**src/rtl/project_mux_pkg.sv**
```systemverilog
// Shared types and constants for the user-project selector: FSM states,
// config register bit positions and the drain-timeout fill word.
package project_mux_pkg;

  typedef enum logic [1:0] {
    RUN    = 2'd0,
    DRAIN  = 2'd1,
    SWITCH = 2'd2,
    HOLD   = 2'd3
  } state_t;

  localparam int SRC_BIT    = 8;
  localparam int BUSY_BIT   = 16;
  localparam int ERR_BIT    = 17;
  localparam int ACTIVE_LSB = 24;

  localparam logic [31:0] DRAIN_FILL = 32'hDEAD_BEEF;

endpackage

```
**src/rtl/sel_debounce.sv**
```systemverilog
// Two-flop synchroniser on the raw select pins followed by a stability filter:
// a value is accepted once it has been seen for DEBOUNCE_CYCLES consecutive cycles.
module sel_debounce #(
  parameter int CFG_BITS        = 2,
  parameter int DEBOUNCE_CYCLES = 16
) (
  input  logic                clk,
  input  logic                rst,
  input  logic [CFG_BITS-1:0] raw,
  output logic [CFG_BITS-1:0] stable
);

  localparam int CW = (DEBOUNCE_CYCLES > 2) ? $clog2(DEBOUNCE_CYCLES) : 1;

  logic [CFG_BITS-1:0] sync1, sync2, cand;
  logic [CW-1:0]       cnt;

  // The cycle a new value first appears counts as cycle one, so acceptance
  // happens when the counter reaches DEBOUNCE_CYCLES-2.
  always_ff @(posedge clk) begin
    if (rst) begin
      sync1  <= '0;
      sync2  <= '0;
      cand   <= '0;
      cnt    <= '0;
      stable <= '0;
    end else begin
      sync1 <= raw;
      sync2 <= sync1;
      if (sync2 != cand) begin
        cand <= sync2;
        cnt  <= '0;
      end else if (cnt == CW'(DEBOUNCE_CYCLES - 2)) begin
        stable <= cand;
      end else begin
        cnt <= cnt + 1'b1;
      end
    end
  end

endmodule

```
**src/rtl/project_mux_ctrl.sv**
```systemverilog
// Runtime selector for several user projects in one user area: drains an open
// bus cycle, holds every project in reset, then releases only the new one.
module project_mux_ctrl
  import project_mux_pkg::*;
#(
  parameter int          USER_PROJECTS   = 4,
  parameter int          CFG_BITS        = (USER_PROJECTS > 2) ? $clog2(USER_PROJECTS) : 1,
  parameter int          IO_BITS         = 38 - CFG_BITS,
  parameter logic [31:0] CFG_ADDRESS     = 32'h300F_FFFC,
  parameter int          DEBOUNCE_CYCLES = 16,
  parameter int          RESET_CYCLES    = 8,
  parameter int          DRAIN_TIMEOUT   = 64
) (
  input  logic                              wb_clk_i,
  input  logic                              wb_rst_i,
  input  logic                              wbs_stb_i,
  input  logic                              wbs_cyc_i,
  input  logic                              wbs_we_i,
  input  logic [3:0]                        wbs_sel_i,
  input  logic [31:0]                       wbs_adr_i,
  input  logic [31:0]                       wbs_dat_i,
  output logic                              wbs_ack_o,
  output logic [31:0]                       wbs_dat_o,
  input  logic [CFG_BITS-1:0]               pin_sel_i,
  output logic [USER_PROJECTS-1:0]          proj_wbs_stb_o,
  input  logic [USER_PROJECTS-1:0]          proj_wbs_ack_i,
  input  logic [32*USER_PROJECTS-1:0]       proj_wbs_dat_i,
  input  logic [IO_BITS*USER_PROJECTS-1:0]  proj_io_out_i,
  input  logic [IO_BITS*USER_PROJECTS-1:0]  proj_io_oeb_i,
  input  logic [3*USER_PROJECTS-1:0]        proj_irq_i,
  output logic [IO_BITS-1:0]                io_out_o,
  output logic [IO_BITS-1:0]                io_oeb_o,
  output logic [2:0]                        user_irq_o,
  output logic [USER_PROJECTS-1:0]          proj_clk_en_o,
  output logic [USER_PROJECTS-1:0]          proj_rst_o,
  output logic [CFG_BITS-1:0]               active_sel_o
);

  localparam int HW = $clog2(RESET_CYCLES + 1);
  localparam int DW = $clog2(DRAIN_TIMEOUT + 1);

  state_t                   state, state_nx;
  logic [CFG_BITS-1:0]      active, pending, reg_sel, pin_stable, target;
  logic                     src, err, cfg_ack, to_ack;
  logic [31:0]              cfg_rdata, cfg_word;
  logic [HW-1:0]            hold_cnt;
  logic [DW-1:0]            drain_cnt;
  logic [USER_PROJECTS-1:0] act_onehot;
  logic                     is_cfg, cfg_hit, cfg_wr, fwd_req, fwd_en, act_ack;
  logic                     target_ok, switch_req, drain_timeout, drain_expire;
  logic                     unused_ok;

  sel_debounce #(
    .CFG_BITS        (CFG_BITS),
    .DEBOUNCE_CYCLES (DEBOUNCE_CYCLES)
  ) u_debounce (
    .clk    (wb_clk_i),
    .rst    (wb_rst_i),
    .raw    (pin_sel_i),
    .stable (pin_stable)
  );

  assign is_cfg        = (wbs_adr_i[31:2] == CFG_ADDRESS[31:2]);
  assign cfg_hit       = wbs_cyc_i & wbs_stb_i & is_cfg;
  assign cfg_wr        = cfg_hit & wbs_we_i & ~cfg_ack;
  assign fwd_req       = wbs_cyc_i & wbs_stb_i & ~is_cfg;
  assign fwd_en        = (state == RUN) || (state == DRAIN);
  assign act_ack       = proj_wbs_ack_i[active];
  assign act_onehot    = USER_PROJECTS'(1) << active;
  assign target        = src ? reg_sel : pin_stable;
  assign target_ok     = int'(target) < USER_PROJECTS;
  assign switch_req    = (state == RUN) && (target != active) && target_ok;
  assign drain_timeout = (drain_cnt == DW'(DRAIN_TIMEOUT - 1));
  assign drain_expire  = (state == DRAIN) && fwd_req && !act_ack && drain_timeout;
  assign unused_ok     = &{1'b0, wbs_sel_i[3], wbs_dat_i};

  // Valid/ready: the host holds cyc&stb until it samples wbs_ack_o high; a
  // project request counts as open from that point until its ack returns.
  always_ff @(posedge wb_clk_i) begin
    if (wb_rst_i) state <= HOLD;
    else          state <= state_nx;
  end

  always_comb begin
    state_nx = state;
    case (state)
      RUN:    if (switch_req) state_nx = (fwd_req && !act_ack) ? DRAIN : SWITCH;
      DRAIN:  if (act_ack || !fwd_req || drain_timeout) state_nx = SWITCH;
      SWITCH: state_nx = HOLD;
      HOLD:   if (hold_cnt <= HW'(1)) state_nx = RUN;
      default: state_nx = HOLD;
    endcase
  end

  always_comb begin
    cfg_word                      = '0;
    cfg_word[CFG_BITS-1:0]        = reg_sel;
    cfg_word[SRC_BIT]             = src;
    cfg_word[BUSY_BIT]            = (state != RUN);
    cfg_word[ERR_BIT]             = err;
    cfg_word[ACTIVE_LSB +: 8]     = 8'(active);
  end

  always_ff @(posedge wb_clk_i) begin
    if (wb_rst_i) begin
      active        <= '0;
      pending       <= '0;
      hold_cnt      <= HW'(RESET_CYCLES);
      drain_cnt     <= '0;
      src           <= 1'b0;
      reg_sel       <= '0;
      err           <= 1'b0;
      cfg_ack       <= 1'b0;
      cfg_rdata     <= '0;
      to_ack        <= 1'b0;
      proj_rst_o    <= '1;
      proj_clk_en_o <= '0;
    end else begin
      cfg_ack   <= cfg_hit & ~cfg_ack;
      cfg_rdata <= cfg_word;
      to_ack    <= drain_expire;
      drain_cnt <= (state == DRAIN) ? drain_cnt + 1'b1 : '0;
      // Target is frozen at the decision point; later changes wait for RUN.
      if (switch_req) pending <= target;
      if (state == SWITCH) begin
        active   <= pending;
        hold_cnt <= HW'(RESET_CYCLES);
      end else if (state == HOLD && hold_cnt != '0) begin
        hold_cnt <= hold_cnt - 1'b1;
      end
      if (cfg_wr && wbs_sel_i[0]) reg_sel <= wbs_dat_i[CFG_BITS-1:0];
      if (cfg_wr && wbs_sel_i[1]) src <= wbs_dat_i[SRC_BIT];
      if (drain_expire || (state == RUN && !target_ok)) err <= 1'b1;
      else if (cfg_wr && wbs_sel_i[2] && wbs_dat_i[ERR_BIT]) err <= 1'b0;
      // Only HOLD enters RUN, and active is already final by then.
      proj_clk_en_o <= (state_nx == RUN) ? act_onehot : '0;
      proj_rst_o    <= (state_nx == RUN) ? ~act_onehot : '1;
    end
  end

  always_comb begin
    proj_wbs_stb_o = (fwd_en && fwd_req) ? act_onehot : '0;
    wbs_ack_o      = cfg_ack | to_ack | (fwd_en & fwd_req & act_ack);
    if (cfg_ack)     wbs_dat_o = cfg_rdata;
    else if (to_ack) wbs_dat_o = DRAIN_FILL;
    else             wbs_dat_o = proj_wbs_dat_i[32*int'(active) +: 32];
    if (state == RUN) begin
      io_out_o   = proj_io_out_i[IO_BITS*int'(active) +: IO_BITS];
      io_oeb_o   = proj_io_oeb_i[IO_BITS*int'(active) +: IO_BITS];
      user_irq_o = proj_irq_i[3*int'(active) +: 3];
    end else begin
      io_out_o   = '0;
      io_oeb_o   = '1;
      user_irq_o = '0;
    end
  end

  assign active_sel_o = active;

endmodule

```
**config.mk**
```make
export PLATFORM = sky130hd
export DESIGN_NAME = project_mux_ctrl
export DESIGN_NICKNAME = d
export VERILOG_FILES = /design/src/rtl/project_mux_pkg.sv /design/src/rtl/sel_debounce.sv /design/src/rtl/project_mux_ctrl.sv
export SDC_FILE = /design/constraint.sdc
export NUM_CORES = 1
export LEC_CHECK = 0
export BUFFER_PORTS_ARGS = -buffer_cell sky130_fd_sc_hd__buf_2
export CAP_MARGIN = 30
export CORE_AREA = 3 3 243 245
export DETAILED_ROUTE_END_ITERATION = 7
export DIE_AREA = 0 0 246 248
export SLEW_MARGIN = 0
export SYNTH_ARGS = -nofsm -noshare
export SYNTH_HDL_FRONTEND = slang
export SYNTH_SLANG_ARGS = --single-unit
```
**constraint.sdc**
```tcl
create_clock -name wb_clk_i -period 2.2 [get_ports wb_clk_i]
set_input_delay 0.11 -clock wb_clk_i [delete_from_list [all_inputs] [get_ports wb_clk_i]]
set_output_delay 0.11 -clock wb_clk_i [all_outputs]
set_load 0.01 [all_outputs]
```
; Word level (Yosys, flattened, before mapping)
; Index checks and enable logic that the tools add are counted.
[totals]
ff_bits = 75
latchBits = 0
mem_bits_rw = 0
rom_bits = 0
input_bits = 507
word_cells = 97
mem_count = 0
[op_classes]
addsub = 3
mul = 2
n_div = 0
magnitude_cmp = 2
n_eq_ne = 8
shifts = 5
n_mux = 16
bitwise_logic = 16
reduce_logical = 26
[ops]
columns = cell, count
row1 = $shiftx 144x32->36, 1
row2 = $shiftx 144x9->36, 1
row3 = $shiftx 128x8->32, 1
row4 = $mux 36, 2
row5 = $mux 32, 2
row6 = $eq 30x28->1 const B, 1
row7 = $shiftx 12x5->3, 1
row8 = $logic_and 1x1->1, 11
row9 = $mux 2, 5
row10 = $and 1x1->1, 8
row11 = $pmux 2 s4, 1
row12 = $reduce_or 2->1, 4
row13 = $add 7x1->7 const B, 1
row14 = $eq 7x6->1 const B, 1
row15 = $mul 4x2->6 const A, 1
row16 = $not 1->1, 5
row17 = $add 4x1->4 const B, 1
row18 = $eq 2x2->1 const B, 2
row19 = $eq 4x4->1 const B, 1
row20 = $le 4x1->1 const B, 1
row21 = $logic_not 2->1, 2
row22 = $mul 2x2->4 const A, 1
row23 = $mux 4, 1
row24 = $ne 2x2->1, 2
row25 = 14 further kinds, 21

; Logic depth before layout (Yosys ltp)
; Gate-level depths: netlist (run 1).
[depth]
ltp_word = 11
depth_mapped = 6
depth_no_buf = 6

; Cells and area by module
; From an unflattened synthesis (run 1), not the netlist that was laid out.
[hier_totals]
cells_unflattened = 494
area_unflattened_um2 = 5385.2
[modules_own_cells]
columns = mod, n_inst, cells_per_inst, area_each_um2, seq_area_each_um2
row1 = project_mux_ctrl, 1, 451, 4904.7, 760.7
row2 = sel_debounce, 1, 43, 480.5, 240.2

; Least setup slack after synthesis (run 1)
; No wires, ideal clock.
[synth_timing]
kind = register -> output
start = register active[0], in the netlist active_sel_o[0]
end = output port io_out_o[22]
arrival_ns = 1.535
path_slack_ns = 0.555
stages_incl_launch_ff = 6
n_path_buf = 3
path_cell_list = dfxtp_1 buf_6 buf_4 buf_4 mux4_2 and2_1
[synth_via]
elab_chain_len = 3
[synth_lines]
columns = element, line
row1 = "start, declared", project_mux_ctrl.sv:43  ; logic [CFG_BITS-1:0] active, pending, reg_sel, pin_stable, target;
row2 = "start signal, assigned", project_mux_ctrl.sv:126  ; active <= pending;
row3 = $mul 4x2->6, project_mux_ctrl.sv:148  ; io_out_o = proj_io_out_i[IO_BITS*int'(active) +: IO_BITS];
row4 = $shiftx 144x32->36, project_mux_ctrl.sv:148
row5 = $mux 36, project_mux_ctrl.sv:147  ; if (state == RUN) begin
row6 = "end, declared", project_mux_ctrl.sv:31  ; output logic [IO_BITS-1:0] io_out_o,
; Every way passes these cells.

; Final worst setup path (run 1)
[layout_timing]
start = register active[0], in the netlist active_sel_o[0]
end = output port io_oeb_o[1]
[layout_via]
elab_chain_len = 3
[layout_lines]
columns = element, line
row1 = $mul 4x2->6, project_mux_ctrl.sv:149  ; io_oeb_o = proj_io_oeb_i[IO_BITS*int'(active) +: IO_BITS];
row2 = $shiftx 144x9->36, project_mux_ctrl.sv:149
row3 = $mux 36, project_mux_ctrl.sv:147
row4 = "end, declared", project_mux_ctrl.sv:32  ; output logic [IO_BITS-1:0] io_oeb_o,
; Every way passes these cells.

==> out/qor.yml, run 1 <==
setup_path:
  crit_top_cell: "buf_12"
  end_kind: "output pin"
  slowest_stage: "mux4_2"
  r2r_slack_ns: 0.25
  critical_path_class: "reg2out"
  path_delay_family: "buffers and inverters"
  critical_path.cell_chain: "buf_12, buf_12, mux4_2, nand2b_1, buf_2"
  arrival_ns: 2.00
  cp_max_fo: 20
  cp-start-kind: "flip-flop"
  slowest_delay_ns: 0.50
  regToRegEndpoint: "state[1]"
  reg2reg_from: "active_sel_o[0]"
  required_ns: 2.09
  r2r_cells: 7
  timing.critical_path.buf_inv: 3
route:
  num_vias: 6743
  antenna_left: 0
  first_pass_iters: 5
  drc: 0
  vias_per_cell: 3.61
  drt_iter0_drc: 289
  drt-total-wl_mm: 32.5
  routedWlPerCell_um: 17.4
synthesis:
  yosysUniqueCellTypes: 47
  netlist.area_leader.share: 0.451
  avgSynthCellArea_sq_um: 10.8
  yosysWarnings: 0
  yosys.area.top_type: "mux4_2"
  async_flop_share: 0
  synth_ff_type: "dfxtp_1"
  yosysSeqAreaShare: 0.186
  synth_area_leaders: "mux4_2, dfxtp_1, and2_1"
  syn_nets: 1013
  synth-edff-count: 0
  syn_area_sq_um: 5390
  netlist_top_cells_count: "mux4_2, nor2_1, dfxtp_1, and2_1, nand2b_1"
  yosysMostFrequentCell: "mux4_2"
  syn_inst: 500
  ys_ff_latch: 50
clocking:
  cts-root-buf: "clkbuf_16"
  tritoncts: "yes"
  clock_path_buffers: 2
  clock_latency_ns: 0.31
  clk_pin_slew_ns: 0.08
  numCtsBuffers: 5
  htree_levels: 2
  cts.sinks: 50
sta:
  finalMaxSlewViolations: 0
  setup_viol: 0
  finalCritPeriodShare: 0.960
  worstMarginPinSlew_ns: 0.539
  relSlewSlack: 0.640
  fin_ws_ns: 0.0884
  rsz0062_at_grt: "yes"
  tns_ns: 0
  fin_skew_ns: 0.00705
  fmax_mhz: 474
  hold_ws_ns: 0.0218
  finalHoldViolCount: 0
  min_period_ns: 2.11
grt:
  grtUsageTotal: 0.0958
  grt_overflow: 0
  grt_pass1_vias: 6357
  grt_max_degree: 47
  grt_pass1_wl_mm: 42.4
  antenna_found_initial: 17
die:
  coreArea_sq_um: 57400
  die_w_um: 246
  fp.dieH_um: 248
  rows: 88
  dieArea_sq_um: 61000
  io_pins: 629
  initial_utilization: 0.0939
worst_hold_path:
  whs_path_depth: 2
  hold_start: "pin_sel_i[1]"
  holdPathEnd: "u_debounce.sync1[1]"
  hold_path_class: "in2reg"
finish:
  instances_no_fill: 1869
  nFillCells: 6495
  nNetsFinal: 1611
  layout-drive-gt1-share: 0.698
  syn2layout_area_growth_pct: 79.9
  final_util: 0.169
placed_design:
  hpwl_mm: 28.4
  pre_cts_ws_ns: 0.277
  port_buffers: 597
  place_inst: 1852
  routabilityCongestion: 0.824
outcome:
  status: "completed"
power_and_ir_drop:
  p_per_area_nw_per_um2: 313
  ir_drop_mv: 0.291
  p_leak_nw: 4.26
job:
  maxCapViolCount: 0
==> layer usage <==
metal | up-vias | track usage | share of wire
li1 | 3081 | - | -
met1 | 3247 | 0.107 | 0.36
met2 | 366 | 0.171 | 0.53
met3 | 41 | 0.0286 | 0.094
met4 | 8 | 0.0354 | 0.020
met5 | - | 0 | 0.0013
==> layout make-up <==
| type | instances | area [sq um] | area share |
|---|---|---|---|
| multi-input cells | 394 | 4130 | 0.426 |
| repair buffers | 636 | 3390 | 0.350 |
| flip-flops and latches | 50 | 1010 | 0.104 |
| well taps | 765 | 957 | 0.0987 |
| clock buffers | 5 | 125 | 0.0129 |
| inverters | 11 | 41.3 | 0.00426 |
| clock inverters | 3 | 27.5 | 0.00284 |
| diodes | 5 | 12.5 | 0.00129 |
==> placed cells by master, fill, tap and decap left out, types with 3 or more instances in the layout <==
| cell type | instances |
|---|---|
| or3_1 | 3 |
| nand4_1 | 6 |
| nor3_1 | 4 |
| buf_2 | 597 |
| nand2b_1 | 41 |
| xor2_1 | 4 |
| clkbuf_16 | 5 |
| o21ai_2 | 3 |
| a21oi_1 | 13 |
| buf_4 | 29 |
| ha_1 | 6 |
| inv_1 | 11 |
| dfxtp_1 | 48 |
| nor2b_1 | 13 |
| nand2_1 | 18 |
| a22o_1 | 3 |
| diode_2 | 5 |
| nor2_1 | 71 |
| mux4_2 | 108 |
| and2_1 | 44 |
| a211oi_1 | 3 |
| o21ai_0 | 4 |
| mux2i_1 | 6 |
| buf_12 | 7 |
| xnor2_1 | 7 |
| or2_1 | 5 |
| nand3_1 | 7 |
==> registers in the layout (all words and copies together), names as in the netlist, 2 cells and up <==
| register | count |
|---|---|
| cfg_rdata | 7 |
| state | 2 |
| u_debounce.sync2 | 2 |
| u_debounce.stable | 2 |
| drain_cnt | 7 |
| u_debounce.cand | 2 |
| proj_clk_en_o | 4 |
| u_debounce.cnt | 4 |
| pending | 2 |
| reg_sel | 2 |
| u_debounce.sync1 | 2 |
| hold_cnt | 4 |
| active_sel_o | 2 |
| proj_rst_o | 4 |
==> metrics by stage <==
stage | cell area, sq um | total power [mW]
floorplan | 5390 | 1.55
global placement | 9490 | 2.18
detailed placement | 9490 | 2.20
CTS | 9670 | 3.10
global route | 9690 | 3.24
finish | 9690 | 3.03
==> how the worst max path moves through the flow <==
stage | startpoint | depth (start not counted) | end | slack (ns)
floorplan | active_sel_o[0] | 5 | io_out_o[22] | 0.55
global placement | active_sel_o[0] | 5 | io_oeb_o[34] | 0.28
detailed placement | src | 5 | proj_rst_o[0] | 0.28
CTS | active_sel_o[0] | 5 | io_oeb_o[27] | 0.03
global route | active_sel_o[0] | 5 | io_oeb_o[29] | -0.007
finish | active_sel_o[0] | 5 | io_oeb_o[1] | 0.09
==> kinds of logic (layout without fill, tap and decap cells) <==
family	count (synthesis)	in the layout	synth area share
and+or+nand+nor	228	228	0.229
muxes	114	114	0.463
buffers and inverters	56	655	0.0495
DFF	50	50	0.186
AOI/OAI and AO/OA	35	35	0.0418
xor gates and xnor gates	11	11	0.0179
adders and majority gates	6	6	0.0139
other	0	5	0
==> power breakdown <==
part	internal, mW	switching [mW]	total [mW]	leakage, nW
combinational	0.647	0.491	1.14	3.78
clock	0.436	0.423	0.859	0.0724
sequential	0.969	0.0629	1.03	0.408
==> worst register-to-register path, cell delays in order (launching register included) <==
cell and delay [ns]:
dfxtp_4 0.42, buf_4 0.16, buf_4 0.15, mux4_2 0.56, nor2_2 0.11, o21ai_2 0.08
and2b_1 0.17, o22a_1 0.19
==> repair_timing <==
| item | CTS | global route |
|---|---|---|
| setup buffers | 3 | 0 |
| resized for setup | 0 | 2 |
| hold buffers | 1 | 0 |
| hold endpoints to repair | 1 | 0 |
| endpoints found under the setup margin | 56 | 4 |
(Power assumes the default switching activity.)
==> run 2, diff against run 1 <==
- CTS_BUF_LIST: default -> sky130_fd_sc_hd__clkbuf_16
- REMOVE_ABC_BUFFERS: default -> 1
- TNS_END_PERCENT: default -> 1
==> run 2 against run 1 <==
  * Sequential share of layout area about the same
  * Combinational power about the same
  * First-iteration DRC count up 7.6%
  * Fmax down 1.5%
==> out/qor.yml, run 2 (same netlist as run 1, synthesis figures left out) <==
die:
  fp.dieH_um: 248
  io_pins: 629
  dieArea_sq_um: 61000
  initial_utilization: 0.0939
  die_w_um: 246
  coreArea_sq_um: 57400
  rows: 88
clocking:
  clk_pin_slew_ns: 0.07
  cts.sinks: 50
  cts-root-buf: "clkbuf_16"
  clock_latency_ns: 0.30
  htree_levels: 2
  ctsResizeCount: 0
  tritoncts: "yes"
  clock_path_buffers: 2
  numCtsBuffers: 5
setup_path:
  end_kind: "output pin"
  timing.critical_path.buf_inv: 3
  arrival_ns: 2.03
  required_ns: 2.09
  path_delay_family: "multiplexers"
  cp-start-kind: "flip-flop"
  slowest_stage: "mux4_2"
  critical_path_class: "reg2out"
  critical_path.cell_chain: "buf_12, buf_12, mux4_2, and2_1, buf_2"
  cp_max_fo: 20
  crit_top_cell: "buf_12"
  slowest_delay_ns: 0.61
finish:
  syn2layout_area_growth_pct: 79.8
  stdcell_area_sq_um: 9690
  nNetsFinal: 1609
  top_regs: "cfg_rdata x7, drain_cnt x7"
  final_cell_mix: "buf_2, mux4_2, nor2_1"
  final_common_cell: "buf_2"
  instances_no_fill: 1871
  nFillCells: 6491
  layout-drive-gt1-share: 0.698
  final_util: 0.169
grt:
  grt_pass1_vias: 6487
  grtUsageTotal: 0.0913
  grt_overflow: 0
  grt_pass1_wl_mm: 41.4
  antenna_found_initial: 19
  grt_max_degree: 77
route:
  drt_iter0_drc: 311
  highest_layer: "met5"
  drt-total-wl_mm: 31.3
  routedWlPerCell_um: 16.7
  num_vias: 6712
  wl_met2_mm: 16.4
  routed-wl-met3_mm: 2.67
  first_pass_iters: 5
  antenna_left: 0
  vias_per_cell: 3.59
  met1Wirelength_mm: 11.6
  drc: 0
placed_design:
  port_buffers: 597
  place_area_sq_um: 9460
  routabilityCongestion: 0.808
  place_inst: 1849
  hpwl_mm: 27.6
  pre_cts_ws_ns: 0.287
sta:
  worstMarginPinSlew_ns: 0.526
  rsz0062_at_grt: "no"
  relSlewSlack: 0.648
  min_period_ns: 2.14
  finalMaxSlewViolations: 0
  setup_viol: 0
  fin_ws_ns: 0.0562
  fin_skew_ns: 0.00497
  fmax_mhz: 466
  hold_ws_ns: 0.0251
  finalHoldViolCount: 0
  tns_ns: 0
  finalCritPeriodShare: 0.974
power_and_ir_drop:
  p_per_area_nw_per_um2: 309
  p_leak_nw: 4.25
  p_total_mw: 3.00
  ir_drop_mv: 0.243
worst_hold_path:
  hold_path_class: "in2reg"
job:
  maxCapViolCount: 0
outcome:
  status: "completed"
-- run 2: path summary, 6_finish.rpt --
path | slack [ns] | end | depth (start not counted) | startpoint
setup / recovery | 0.06 | io_out_o[3] | 5 | active_sel_o[0]
setup reg to reg | 0.42 | proj_rst_o[0] | 5 | src
hold / removal | 0.03 | u_debounce.sync1[0] | 2 | pin_sel_i[0]
hold reg to reg | 0.45 | u_debounce.sync2[0] | 1 | u_debounce.sync1[0]
-- run 2: timing repair --
| action | 4_1_cts | 5_1_grt |
|---|---|---|
| buffers inserted | 5 | 0 |
| setup endpoints to repair | 11 | 0 |
| hold buffers | 0 | 0 |
-- run 2: layout make-up --
cell class / count / area, sq um / area share
Clock buffer: 5 / 125 / 0.0129
Inverter: 11 / 41.3 / 0.00426
Antenna cell: 9 / 22.5 / 0.00232
Sequential cell: 50 / 1010 / 0.104
Multi-Input combinational cell: 394 / 4130 / 0.426
Tap cell: 765 / 957 / 0.0988
Clock inverter: 3 / 28.8 / 0.00297
Timing Repair Buffer: 634 / 3380 / 0.349
-- run 2: report_power, final --
| part | switching (mW) | leakage [nW] | internal [mW] |
|---|---|---|---|
| sequential | 0.0620 | 0.408 | 0.969 |
| combinational | 0.487 | 3.77 | 0.643 |
| clock | 0.400 | 0.0760 | 0.435 |
| total | 0.949 | 4.25 | 2.05 |
-- run 2: per-layer routing --
layer	vias to the layer above	global-route usage
li1	3085	-
met1	3195	0.105
met2	382	0.170
met3	40	0.0220
met4	10	0.0201
met5	-	0
==> run 3, diff against run 2 <==
--- a/config.mk
+++ b/config.mk
@@ -12,4 +12,5 @@
 export DETAILED_ROUTE_END_ITERATION = 7
 export DIE_AREA = 0 0 246 248
+export PLACE_DENSITY_LB_ADDON = 0.08
 export REMOVE_ABC_BUFFERS = 1
 export SLEW_MARGIN = 0
==> constraint.sdc (replaced) <==
create_clock -name wb_clk_i -period 2.2 [get_ports wb_clk_i]
set_input_delay 0.22 -clock wb_clk_i [delete_from_list [all_inputs] [get_ports wb_clk_i]]
set_output_delay 0.22 -clock wb_clk_i [all_outputs]
set_load 0.01 [all_outputs]
==> run 3 against run 2 <==
  * Via count up 0.64%
  * Hold slack better by 0.11 ns
  * Die area unchanged
  * Largest power group unchanged
==> out/qor.yml, run 3 (same netlist as run 1, synthesis figures left out) <==
power_and_ir_drop:
  swShare: 0.315
  p_leak_nw: 4.50
  seqPwrFrac: 0.343
  clkPwrFrac: 0.264
  power_frac_comb: 0.393
  internal_power_mw: 2.06
  ir_drop_mv: 0.260
  p_sw_uw: 947
  p_per_area_nw_per_um2: 295
setup_path:
  arrival_ns: 1.94
  slowest_delay_ns: 0.48
  critical_path_class: "reg2out"
  end_kind: "output pin"
  required_ns: 1.98
  cp-start-kind: "flip-flop"
  cp_max_fo: 9
  critical_path.cell_chain: "buf_6, buf_12, clkbuf_16, mux4_2, and2_1, buf_2"
  slowest_stage: "mux4_2"
clocking:
  numCtsBuffers: 5
  clk_pin_slew_ns: 0.08
  htree_levels: 2
  cts-root-buf: "clkbuf_16"
  clock_path_buffers: 2
  cts.sinks: 50
  clock_latency_ns: 0.30
  tritoncts: "yes"
grt:
  grtUsageMet3: 0.0244
  gr-usage-met1: 0.132
  grt_overflow: 0
  grtUsageMet2: 0.250
  grt_pass1_vias: 6738
  grt_max_degree: 56
  antenna_found_initial: 24
  grtUsageTotal: 0.124
  grt_pass1_wl_mm: 53.9
  busiest_layer: "met2"
route:
  drt-total-wl_mm: 41.4
  routedWlPerCell_um: 21.9
  drt_iter0_drc: 239
  num_vias: 6755
  first_pass_iters: 4
  drc: 0
  vias_per_cell: 3.57
  antenna_left: 0
sta:
  finalMaxSlewViolations: 0
  fin_skew_ns: 0.0140
  hold_ws_ns: 0.138
  setup_viol: 0
  finalCritPeriodShare: 0.980
  finalHoldViolCount: 0
  relSlewSlack: 0.716
  min_period_ns: 2.16
  rsz0062_at_grt: "yes"
  fmax_mhz: 464
  worstMarginPinSlew_ns: 0.427
die:
  fp.dieH_um: 248
  io_pins: 629
  die_w_um: 246
  coreArea_sq_um: 57400
  rows: 88
  dieArea_sq_um: 61000
  initial_utilization: 0.0939
finish:
  final_cell_mix: "buf_2, mux4_2, nor2_1"
  syn2layout_area_growth_pct: 89.3
  layout-drive-gt1-share: 0.725
  nNetsFinal: 1630
  final_common_cell: "buf_2"
  final_util: 0.178
  nFillCells: 6525
  top_regs: "cfg_rdata x7, drain_cnt x7"
outcome:
  status: "completed"
placed_design:
  routabilityCongestion: 0.802
  port_buffers: 597
  hpwl_mm: 36.9
job:
  maxCapViolCount: 0
worst_hold_path:
  hold_path_class: "in2reg"
-- run 3: layout make-up --
class | count | area, sq um | share of cell area
multi-input combinational | 394 | 4240 | 0.416
timing repair buffer | 655 | 3790 | 0.371
sequential | 50 | 1010 | 0.0989
tap | 765 | 957 | 0.0939
clock buffer | 5 | 125 | 0.0123
inverter | 11 | 41.3 | 0.00405
antenna | 8 | 20.0 | 0.00196
clock inverter | 3 | 17.5 | 0.00172
-- run 3: worst max-delay path, delay by kind of cell (launching register included) --
kind	cells	cell delay [ns]
buf+inv	4	0.62
mux	1	0.48
flops	1	0.37
simple gates	1	0.16
-- run 3: repair_timing --
item | 4_1_cts | 5_1_grt
hold buffers | 0 | 0
resized for setup | 6 | 52
gates cloned | 0 | 2
setup endpoints to repair | 106 | 54
setup buffers | 6 | 4
-- run 3: stage by stage --
step                      power [mW]  setup TNS, ns  area (sq um)  setup slack (ns)  instances
final                           3.01              0         10200            0.0435       1891
after global routing            3.24         -0.529         10200           -0.0388       1886
after CTS                       3.06        -0.0757          9850           -0.0202       1877
after detailed placement        2.24              0          9610            0.0512       1863
after global placement          2.24              0          9610            0.0680       1863
after floorplan                 1.55        -459.41          5160             -3.84        455
-- run 3: final timing paths --
path,from,end,slack [ns],cells after the start
max reg2reg,active_sel_o[0],err,0.37,6
min,pin_sel_i[0],u_debounce.sync1[0],0.14,2
max,active_sel_o[0],io_out_o[19],0.04,6
min reg2reg,u_debounce.sync1[0],u_debounce.sync2[0],0.44,1
-- run 3: power groups by stage --
| stage | Combinational (mW) | Clock (mW) | Sequential, mW |
|---|---|---|---|
| floorplan | 0.504 | 0 | 1.04 |
| global placement | 1.18 | 0 | 1.06 |
| detailed placement | 1.18 | 0 | 1.06 |
| CTS | 1.19 | 0.841 | 1.03 |
| global route | 1.31 | 0.880 | 1.05 |
| finish | 1.18 | 0.795 | 1.03 |
-- run 3: per-layer routing --
layer / vias to the layer above / wire length, um / part of all wire
li1: 3132 / - / -
met1: 3275 / 14600 / 0.35
met2: 291 / 23400 / 0.56
met3: 55 / 2560 / 0.062
met4: 2 / 878 / 0.021
met5: - / 9 / 0.00022
